$ cat src/rtl/rgb2hsv_if.sv
`default_nettype none
// ============================================================================
//  Module   : rgb2hsv_if
//  Brief    : Pixel-in / pixel-out handshake bundle for the RGB-to-HSV
//             converter. The master side is the pixel source and sink. The
//             slave side is the converter itself.
//  Revision : 1.0 - initial release
// ============================================================================
interface rgb2hsv_if;
  logic        in_valid;
  logic        in_ready;
  logic [23:0] tRGB;
  logic        out_valid;
  logic        out_ready;
  logic [23:0] tHSV;
  logic        busy;

  modport master (
    output in_valid, tRGB, out_ready,
    input  in_ready, out_valid, tHSV, busy
  );

  modport slave (
    input  in_valid, tRGB, out_ready,
    output in_ready, out_valid, tHSV, busy
  );
endinterface
`default_nettype wire

$ cat src/rtl/rgb2hsv.sv
`default_nettype none
// ============================================================================
//  Module   : rgb2hsv
//  Brief    : Multi-cycle RGB888 -> packed HSV888 converter. One 16/8
//             restoring divider is shared: it first produces S, then H.
//             Hue is scaled so that each 60-degree sextant spans HUE_SEXTANT
//             codes.
//  Revision : 1.0 - initial release
// ============================================================================
module rgb2hsv #(
  parameter int HUE_SEXTANT = 43,
  parameter int DIV_STEPS   = 16
) (
  input  logic     clk,
  input  logic     reset,
  rgb2hsv_if.slave bus
);

  localparam int               CNT_W     = $clog2(DIV_STEPS);
  localparam logic [CNT_W-1:0] C_LAST    = CNT_W'(DIV_STEPS - 1);
  localparam logic [7:0]       C_BASE_R  = 8'd0;
  localparam logic [7:0]       C_BASE_G  = 8'(2 * HUE_SEXTANT);
  localparam logic [7:0]       C_BASE_B  = 8'(4 * HUE_SEXTANT);
  localparam logic [15:0]      C_HUE_MUL = 16'(HUE_SEXTANT);

  typedef enum logic [2:0] {
    S_IDLE  = 3'd0,
    S_PREP  = 3'd1,
    S_DIV_S = 3'd2,
    S_DIV_H = 3'd3,
    S_DONE  = 3'd4
  } state_t;

  state_t state_q, state_d;

  logic [23:0]          rgb_q;
  logic [7:0]           v_q;
  logic [7:0]           delta_q;
  logic [7:0]           base_q;
  logic [7:0]           absnum_q;
  logic                 neg_q;
  logic [7:0]           s_q;
  logic [7:0]           div_q;     // divisor
  logic [DIV_STEPS-1:0] dq_q;      // dividend shifting out, quotient shifting in
  logic [7:0]           rem_q;     // partial remainder, always < divisor
  logic [CNT_W-1:0]     cnt_q;
  logic [23:0]          hsv_q;

  logic [7:0]  w_r, w_g, w_b;
  logic [7:0]  w_max, w_min, w_delta, w_base, w_p, w_m, w_abs;
  logic        w_neg;
  logic [15:0] w_div_s, w_div_h;
  logic [8:0]  w_rem_sh;
  logic        w_ge;
  logic [7:0]  w_rem_d;
  logic [DIV_STEPS-1:0] w_dq_d;
  logic        w_last;
  logic [7:0]  w_q8, w_hue;

  assign w_r = rgb_q[23:16];
  assign w_g = rgb_q[15:8];
  assign w_b = rgb_q[7:0];

  // Max-channel selection with R > G > B tie priority, plus hue numerator terms
  always_comb begin
    w_max  = w_b;
    w_base = C_BASE_B;
    w_p    = w_r;
    w_m    = w_g;
    if (w_r >= w_g && w_r >= w_b) begin
      w_max  = w_r;
      w_base = C_BASE_R;
      w_p    = w_g;
      w_m    = w_b;
    end else if (w_g >= w_b) begin
      w_max  = w_g;
      w_base = C_BASE_G;
      w_p    = w_b;
      w_m    = w_r;
    end
    w_min = w_r;
    if (w_g < w_min) w_min = w_g;
    if (w_b < w_min) w_min = w_b;
    w_delta = w_max - w_min;
    w_neg   = (w_p < w_m);
    w_abs   = w_neg ? (w_m - w_p) : (w_p - w_m);
    // 255*delta computed as 256*delta - delta
    w_div_s = {w_delta, 8'h00} - {8'h00, w_delta};
  end

  // One restoring-division step, plus the hue composition from its final quotient
  always_comb begin
    w_rem_sh = {rem_q, dq_q[DIV_STEPS-1]};
    w_ge     = (w_rem_sh >= {1'b0, div_q});
    w_rem_d  = w_ge ? 8'(w_rem_sh - {1'b0, div_q}) : w_rem_sh[7:0];
    w_dq_d   = {dq_q[DIV_STEPS-2:0], w_ge};
    w_last   = (cnt_q == C_LAST);
    // Legal operands keep the quotient within 8 bits
    w_q8     = w_dq_d[7:0];
    w_hue    = neg_q ? (base_q - w_q8) : (base_q + w_q8);
    w_div_h  = C_HUE_MUL * {8'h00, absnum_q};
  end

  // State register
  always_ff @(posedge clk) begin
    if (reset) state_q <= S_IDLE;
    else       state_q <= state_d;
  end

  // Next-state logic
  always_comb begin
    state_d = state_q;
    case (state_q)
      S_IDLE:  if (bus.in_valid) state_d = S_PREP;
      S_PREP:  state_d = (w_delta == 8'd0) ? S_DONE : S_DIV_S;
      S_DIV_S: if (w_last) state_d = S_DIV_H;
      S_DIV_H: if (w_last) state_d = S_DONE;
      S_DONE:  if (bus.out_ready) state_d = S_IDLE;
      default: state_d = S_IDLE;
    endcase
  end

  // Datapath: pixel capture, operand prep, shared divider, result register
  always_ff @(posedge clk) begin
    if (reset) begin
      rgb_q    <= '0;
      v_q      <= '0;
      delta_q  <= '0;
      base_q   <= '0;
      absnum_q <= '0;
      neg_q    <= 1'b0;
      s_q      <= '0;
      div_q    <= '0;
      dq_q     <= '0;
      rem_q    <= '0;
      cnt_q    <= '0;
      hsv_q    <= '0;
    end else begin
      case (state_q)
        S_IDLE: begin
          if (bus.in_valid) rgb_q <= bus.tRGB;
        end
        S_PREP: begin
          v_q      <= w_max;
          delta_q  <= w_delta;
          base_q   <= w_base;
          absnum_q <= w_abs;
          neg_q    <= w_neg;
          div_q    <= w_max;
          dq_q     <= DIV_STEPS'(w_div_s);
          rem_q    <= '0;
          cnt_q    <= '0;
          // Gray/black bypass: the divider is never started with delta = 0
          if (w_delta == 8'd0) hsv_q <= {16'h0000, w_max};
        end
        S_DIV_S: begin
          dq_q  <= w_dq_d;
          rem_q <= w_rem_d;
          cnt_q <= cnt_q + 1'b1;
          if (w_last) begin
            s_q   <= w_q8;
            div_q <= delta_q;
            dq_q  <= DIV_STEPS'(w_div_h);
            rem_q <= '0;
            cnt_q <= '0;
          end
        end
        S_DIV_H: begin
          dq_q  <= w_dq_d;
          rem_q <= w_rem_d;
          cnt_q <= cnt_q + 1'b1;
          if (w_last) hsv_q <= {w_hue, s_q, v_q};
        end
        default: ;
      endcase
    end
  end

  assign bus.in_ready  = (state_q == S_IDLE);
  assign bus.out_valid = (state_q == S_DONE);
  assign bus.busy      = (state_q != S_IDLE);
  assign bus.tHSV      = hsv_q;

endmodule
`default_nettype wire

$ cat src/flat_wrapper.sv
// flat-port wrapper written by rule: the top's interface ports become plain ports
module rgb2hsv_flat 
#(
  parameter int HUE_SEXTANT = 43,
  parameter int DIV_STEPS   = 16
)
  (clk, reset, bus_in_valid, bus_tRGB, bus_out_ready, bus_in_ready, bus_out_valid, bus_tHSV, bus_busy);
  rgb2hsv_if bus_i ();
  input  logic clk;
  input  logic reset;
  input wire logic [$bits(bus_i.in_valid)-1:0] bus_in_valid;
  input wire logic [$bits(bus_i.tRGB)-1:0] bus_tRGB;
  input wire logic [$bits(bus_i.out_ready)-1:0] bus_out_ready;
  output wire logic [$bits(bus_i.in_ready)-1:0] bus_in_ready;
  output wire logic [$bits(bus_i.out_valid)-1:0] bus_out_valid;
  output wire logic [$bits(bus_i.tHSV)-1:0] bus_tHSV;
  output wire logic [$bits(bus_i.busy)-1:0] bus_busy;
  assign bus_i.in_valid = bus_in_valid;
  assign bus_i.tRGB = bus_tRGB;
  assign bus_i.out_ready = bus_out_ready;
  assign bus_in_ready = bus_i.in_ready;
  assign bus_out_valid = bus_i.out_valid;
  assign bus_tHSV = bus_i.tHSV;
  assign bus_busy = bus_i.busy;
  rgb2hsv #(.HUE_SEXTANT(HUE_SEXTANT), .DIV_STEPS(DIV_STEPS)) u_core (.clk(clk), .reset(reset), .bus(bus_i));
endmodule
$ cat config.mk
export PLATFORM = sky130hd
export DESIGN_NAME = rgb2hsv_flat
export DESIGN_NICKNAME = d
export VERILOG_FILES = /design/src/rtl/rgb2hsv_if.sv /design/src/rtl/rgb2hsv.sv /design/src/flat_wrapper.sv
export SDC_FILE = /design/constraint.sdc
export NUM_CORES = 1
export LEC_CHECK = 0
export ABC_CLOCK_PERIOD_IN_PS = 10710
export CAP_MARGIN = 0
export CORE_MARGIN = 2
export CORE_UTILIZATION = 45
export DETAILED_ROUTE_END_ITERATION = 16
export PLACE_DENSITY = 0.75
export SLEW_MARGIN = 20
export SYNTH_ARGS = -nofsm -noshare
export SYNTH_HDL_FRONTEND = slang
export SYNTH_SLANG_ARGS = --single-unit
$ cat constraint.sdc
create_clock -name clk -period 10.71 [get_ports clk]
set_clock_uncertainty 0.05 [all_clocks]
set_input_delay 1.071 -clock clk [delete_from_list [all_inputs] [get_ports clk]]
set_output_delay 1.071 -clock clk [all_outputs]
set_load 0.1 [all_outputs]
Word-level counts from Yosys, hierarchy flattened
Index checks and enable logic that the tools add are counted.
{ "totals": {"reg_bits": 128, "in_bits": 28, "out_inout_bits": 27, "wordCells": 81} }
{ "classes": {"add_sub_neg": 8, "n_mul": 1, "n_lt_le_gt_ge": 7, "n_eq_ne": 10, "n_mux": 30, "reduce_logical": 12} }
{ "ops": {"columns": ["operator", "count"], "rows": [
  ["8-bit 2-to-1 mux", 15],
  ["24-bit 2-to-1 mux", 2],
  ["16-bit one-hot mux with 3 select lines", 1],
  ["24-bit one-hot mux with 2 select lines", 1],
  ["8-bit subtractor", 5],
  ["8-bit greater-or-equal comparator", 3],
  ["8-bit less-than comparator", 3],
  ["8-bit one-hot mux with 3 select lines", 1],
  ["16-bit 2-to-1 mux", 1],
  ["8-bit one-hot mux with 2 select lines", 1],
  ["16-bit by 8-bit subtractor with 16-bit output", 1],
  ["3-bit 2-to-1 mux", 5],
  ["3-bit one-hot mux with 5 select lines", 1],
  ["6-bit by 8-bit multiplier with 14-bit output, first input constant", 1],
  ["4-bit one-hot mux with 3 select lines", 1],
  ["9-bit by 8-bit greater-or-equal comparator with 1-bit output", 1],
  ["8-bit adder", 1],
  ["8-bit logical NOT", 1],
  ["3-bit by 2-bit == test with 1-bit output, second input constant", 2],
  ["2-bit by 1-bit != test with 1-bit output, second input constant", 3],
  ["2-bit AND reduction", 3],
  ["3-bit nonzero test", 2],
  ["4-bit by 1-bit adder with 4-bit output, second input constant", 1],
  ["4-bit == test, second input constant", 1],
  ["9 further kinds", 11]
]} }

Logic depth before layout (Yosys ltp)
{ "depth": {"depth_word": 8, "ltp_mapped": 31, "ltp_nobuf": 28} }

Least setup slack after synthesis
No wires, ideal clock.
{ "synth_timing": {"path_kind": "reg2reg", "start": "reg u_core.rgb_q[19]", "end": "reg u_core.hsv_q[17] (netlist: u_core.bus.tHSV[17])", "setup_ps": 70, "t_arrival_ps": 5779, "t_required_ps": 10590, "slack_ps": 4811, "stages_incl_launch_ff": 29, "n_path_buf": 2, "synth_period_minus_slack_ps": 5899, "cell_sequence": "dfxtp_1 > inv_1 > ha_1 > a21oi_1 > a31oi_2 > nor2_4 > mux2i_1 > ha_1 > a21o_1 > a21o_1 > a21oi_1 > o211ai_2 > nand2_1 > clkbuf_1 > nand2_1 > o21ai_0 > ha_1 > inv_1 > fa_1 > a21o_1 > a21oi_2 > xnor2_1 > or3_1 > or3_4 > and4b_1 > o21ai_2 > buf_6 > a211o_1 > a21oi_1"} }
{ "synth_between": {"elab_chain_len": 8, "word_cells_on_any_way": 12, "classes_between": "add/sub: 1; order compare: 4; eq/ne: 1; mux: 3; reduce/logical: 3"} }
{ "synth_rtl": {"columns": ["item", "line_no", "source"], "rows": [
  ["start, declared", "rgb2hsv.sv:36", "logic [23:0] rgb_q;"],
  ["start signal, assigned", "rgb2hsv.sv:141", "if (bus.in_valid) rgb_q <= bus.tRGB;"],
  ["8-bit less-than comparator", "rgb2hsv.sv:82", "if (w_g < w_min) w_min = w_g;"],
  ["8-bit 2-to-1 mux", "rgb2hsv.sv:82", null],
  ["8-bit less-than comparator", "rgb2hsv.sv:83", "if (w_b < w_min) w_min = w_b;"],
  ["8-bit 2-to-1 mux", "rgb2hsv.sv:83", null],
  ["8-bit subtractor *", "rgb2hsv.sv:84", "w_delta = w_max - w_min;"],
  ["8-bit logical NOT *", "rgb2hsv.sv:154", "if (w_delta == 8'd0) hsv_q <= {16'h0000, w_max};"],
  ["2-bit by 1-bit != test with 1-bit output (no source line) *", null, null],
  ["3-bit AND reduction (no source line) *", null, null],
  ["end signal, assigned", "rgb2hsv.sv:154", null],
  ["end signal, assigned", "rgb2hsv.sv:172", "if (w_last) hsv_q <= {w_hue, s_q, v_q};"],
  ["end, declared", "rgb2hsv.sv:47", "logic [23:0] hsv_q;"]
]} }
Every way passes the cells marked *; elsewhere a longest branch is shown, timed or not.
A chain may end at the register's enable or synchronous reset.

Final worst setup path
{ "layout_timing": {"start": "reg u_core.rgb_q[19]", "end": "reg u_core.hsv_q[15] (netlist: u_core.bus.tHSV[15])"} }
The elaborated chain is that of the path after synthesis.

==> metrics.md <==
| Metric | Value |
|---|---|
| Status | `finished, final reports clean` |
| Crit Path Max Fanout | `37` |
| Post-synth top flop | `dfxtp_1` |
| Commonest cells in the netlist | `166 x nand2_1, 146 x a21oi_1, 123 x dfxtp_1, 106 x ha_1, 102 x nor2_1` |
| Detailed-route via count | `8547` |
| Slew headroom | `23.2%` |
| Seq/Total Area, Yosys | `26.6%` |
| PD cells | `262 mW/mm^2` |
| TritonCTS clock tree | `yes` |
| Root buffer cell | `clkbuf_16` |
| Mean Syn Cell Area | `7.66 sq um` |
| Final WL | `24000 um` |
| Adder-cell area share of the yosys netlist | `17.3%` |
| Vias in the first global route | `8191` |
| Hold Crit Class | `reg -> reg` |
| H-tree depth | `4` |
| Clock period minus worst slack | `6.68 ns` |
| Hold Path Origin | `u_core.v_q[6]` |
| Worst-margin pin slew | `1.14 ns` |
| # Max-Cap Violations | `0` |
| R2R Path Start | `u_core.rgb_q[19]` |
| Yosys cell types | `69` |
| Per-cell routed wire length | `16.0 um` |
| Post-Syn Nets | `1357` |
| DIE AREA | `0.0217 sq mm` |
| RSZ-0062 raised after global routing | `no` |
| Max VDD drop | `0.143 mV` |
| Post-synthesis mux area share | `3.55%` |
| First-pass GRT wire length | `40000 um` |
| Area delta synth->final | `14.8%` |
| Ant. Diodes | `0` |
| Layout cells sized above 1 | `5.20%` |
| Complex-gate fraction of the synthesized area | `24.0%` |
| Flip-flop and latch count after synthesis | `123` |
| Clk pin slew, worst setup/hold paths | `0.06 ns` |
| # Post-CTS Setup Buffers | `0` |
| Nets | `1366` |
| Worst hold slack | `0.409 ns` |
| Crit path kind | `reg -> reg` |
| Post-synthesis simple-gate area fraction | `18.1%` |
| Reg2reg path depth | `26` |
| Worst-Skew Late Latency | `0.42 ns` |
| Count leader, synth | `nand2_1` |
| # port buffers | `54` |
| Design area | `0.0106 sq mm` |
| Largest family of logic cells by synthesized area | `compound AO/OA/AOI/OAI gates` |
| Final estimated routing congestion in global placement | `0.940` |
| Largest net degree at the start of global routing | `87` |
| CTS Buf Count | `17` |
| ANT nets after route | `0` |
| End of the worst hold path | `u_core.v_q[6]` |
| Worst R2R End | `u_core.bus.tHSV[15]` |
| Crit. End Element | `flip-flop` |
| Cell Rows | `52` |
| Worst Setup Start Kind | `flip-flop` |
| Synth area leaders | `dfxtp_1 27%, ha_1 14%, a21oi_1 7.9%, nand2_1 6.7%, nor2_1 4.1%` |
| Chip height | `147 um` |
| Dpl cell area | `0.00994 sq mm` |
| Final setup vio count | `0` |
| Tot GR Track Use | `22.5%` |
| DP HPWL | `17300 um` |
| Final Hold Fails | `0` |
| Core area | `0.0202 sq mm` |
| Initial antenna violation count | `0` |
| Gr ovfl total | `0` |
| Fmax | `0.150 GHz` |
| Post-CTS Hold Buffers | `0` |
| Setup TNS | `0 ns` |
| EDFF count, synth | `0` |
| Synthesized area | `0.00926 sq mm` |
| Warnings, synthesis | `0` |
| WP data arrival | `6.97 ns` |
| Worst endpoint required time | `11.00 ns` |
| XOR/XNOR Fraction of Synth Area | `3.40%` |
| Reg2Reg Setup Slack | `4.03 ns` |
| Yosys top cell by area | `dfxtp_1` |
| Ys async rst share | `0%` |
| DR DRC count | `0` |
| Total clock sinks | `123` |
| DRT Pass-1 Iters | `5` |
| CTS-repair resized insts | `0` |
| Vias per std cell | `5.69` |
| Lkg Pwr | `4.32 nW` |
| Ratio of final minimum period to clock period | `62.4%` |
| Initial Util | `45.8%` |
| Final max-slew violation count | `0` |
| Fillers | `1872` |
| Cells after Synth | `1209` |
| Clock Path Buffers | `2` |
| Total power | `2.78 mW` |
| Hold depth | `2` |
| Io pins | `55` |
| Initial detailed-routing violation count | `633` |
| Chip width | `147 um` |
| Post-synth top area share | `26.6%` |
## registers in the layout, summed over array words and instances (netlist names)
name and cells:
u_core.bus.tHSV 24, u_core.base_q 3, u_core.delta_q 8, u_core.s_q 8, u_core.absnum_q 8, u_core.dq_q 16
u_core.rem_q 8, u_core.neg_q 1, u_core.cnt_q 4, u_core.div_q 8, u_core.state_q 3, u_core.v_q 8
u_core.rgb_q 24
## through the flow
stage / util (%) / cells / setup WS (ns)
final: 52.5 / 1501 / 4.03
after floorplan: - / 1209 / 4.81
after global placement: 49.1 / 1468 / 4.29
after CTS: 52.4 / 1500 / 4.07
after detailed placement: 49.1 / 1468 / 4.10
after global routing: 52.5 / 1501 / 3.51
## metal layers
layer	vias to the layer above	routed length, um	track usage, %
li1	4262	-	-
met1	3991	10700	28.1
met2	248	11600	39.3
met3	46	1190	4.32
met4	0	558	7.21
met5	-	0	0
## cells in the final DEF (no fill, tap or decap), types with 7 or more instances in the layout
cell type / instances
nand2_1: 166
a21oi_1: 145
dfxtp_1: 123
ha_1: 106
nor2_1: 102
inv_1: 93
clkdlybuf4s50_1: 53
o21ai_0: 48
nand3_1: 40
a21o_1: 31
mux2i_1: 25
xnor2_1: 23
a211o_1: 17
clkbuf_16: 17
a211oi_1: 16
fa_1: 14
nand2b_1: 13
o211ai_1: 13
xor2_1: 13
nor3_1: 12
buf_4: 10
a31oi_1: 9
a22oi_1: 9
o21a_1: 8
or3_1: 8
a22o_1: 8
a311oi_1: 8
nor2b_1: 7
## cells by family after synthesis
family / after synthesis
AND/OR/NAND/NOR: 380
buffers and inverters: 167
multiplexers: 32
flip-flops: 123
XOR/XNOR: 36
AO/OA/AOI/OAI: 351
adder cells (fa/ha/maj): 120
## worst max-delay path by stage
stage | from | end | slack [ns] | cells past startpoint
floorplan | u_core.rgb_q[19] | u_core.bus.tHSV[17] | 4.81 | 28
global placement | u_core.rgb_q[19] | u_core.bus.tHSV[0] | 4.29 | 27
detailed placement | u_core.rgb_q[19] | u_core.bus.tHSV[15] | 4.10 | 25
CTS | u_core.rgb_q[19] | u_core.bus.tHSV[15] | 4.07 | 25
global route | u_core.rgb_q[19] | u_core.bus.tHSV[17] | 3.51 | 26
finish | u_core.rgb_q[19] | u_core.bus.tHSV[15] | 4.03 | 26
## cell type report
cell class / instances / area, sq um / share of cell area, %
well taps: 270 / 338 / 3.18
inverters: 93 / 349 / 3.28
clock inverters: 15 / 235 / 2.21
multi-input cells: 919 / 6190 / 58.2
repair buffers: 64 / 633 / 5.96
flip-flops and latches: 123 / 2460 / 23.2
clock buffers: 17 / 425 / 4.00
## power breakdown
part           total, mW  leakage [nW]  switching [mW]  internal (mW)
Combinational       1.54          3.00           0.914          0.628
Clock              0.649         0.315           0.232          0.417
Sequential         0.592          1.00          0.0759          0.516
## critical path, stage by stage (launching register included)
cell and delay [ns]:
dfxtp_1 0.42, inv_1 0.08, ha_1 0.33, a21oi_1 0.17, a31oi_2 0.16, nor2_4 0.31, mux2i_1 0.31, ha_1 0.29
a21o_1 0.18, a21o_1 0.17, a21oi_1 0.20, o211ai_2 0.13, nand2_1 0.34, nand2_1 0.09, o21ai_0 0.09, ha_1 0.19
inv_1 0.06, fa_1 0.40, xnor2_1 0.45, nand2_1 0.12, or3_1 0.39, or3_4 0.42, a211oi_2 0.36, o21ai_4 0.20
buf_16 0.22, a211o_1 0.30, a21oi_1 0.16
(Power assumes the default switching activity.)
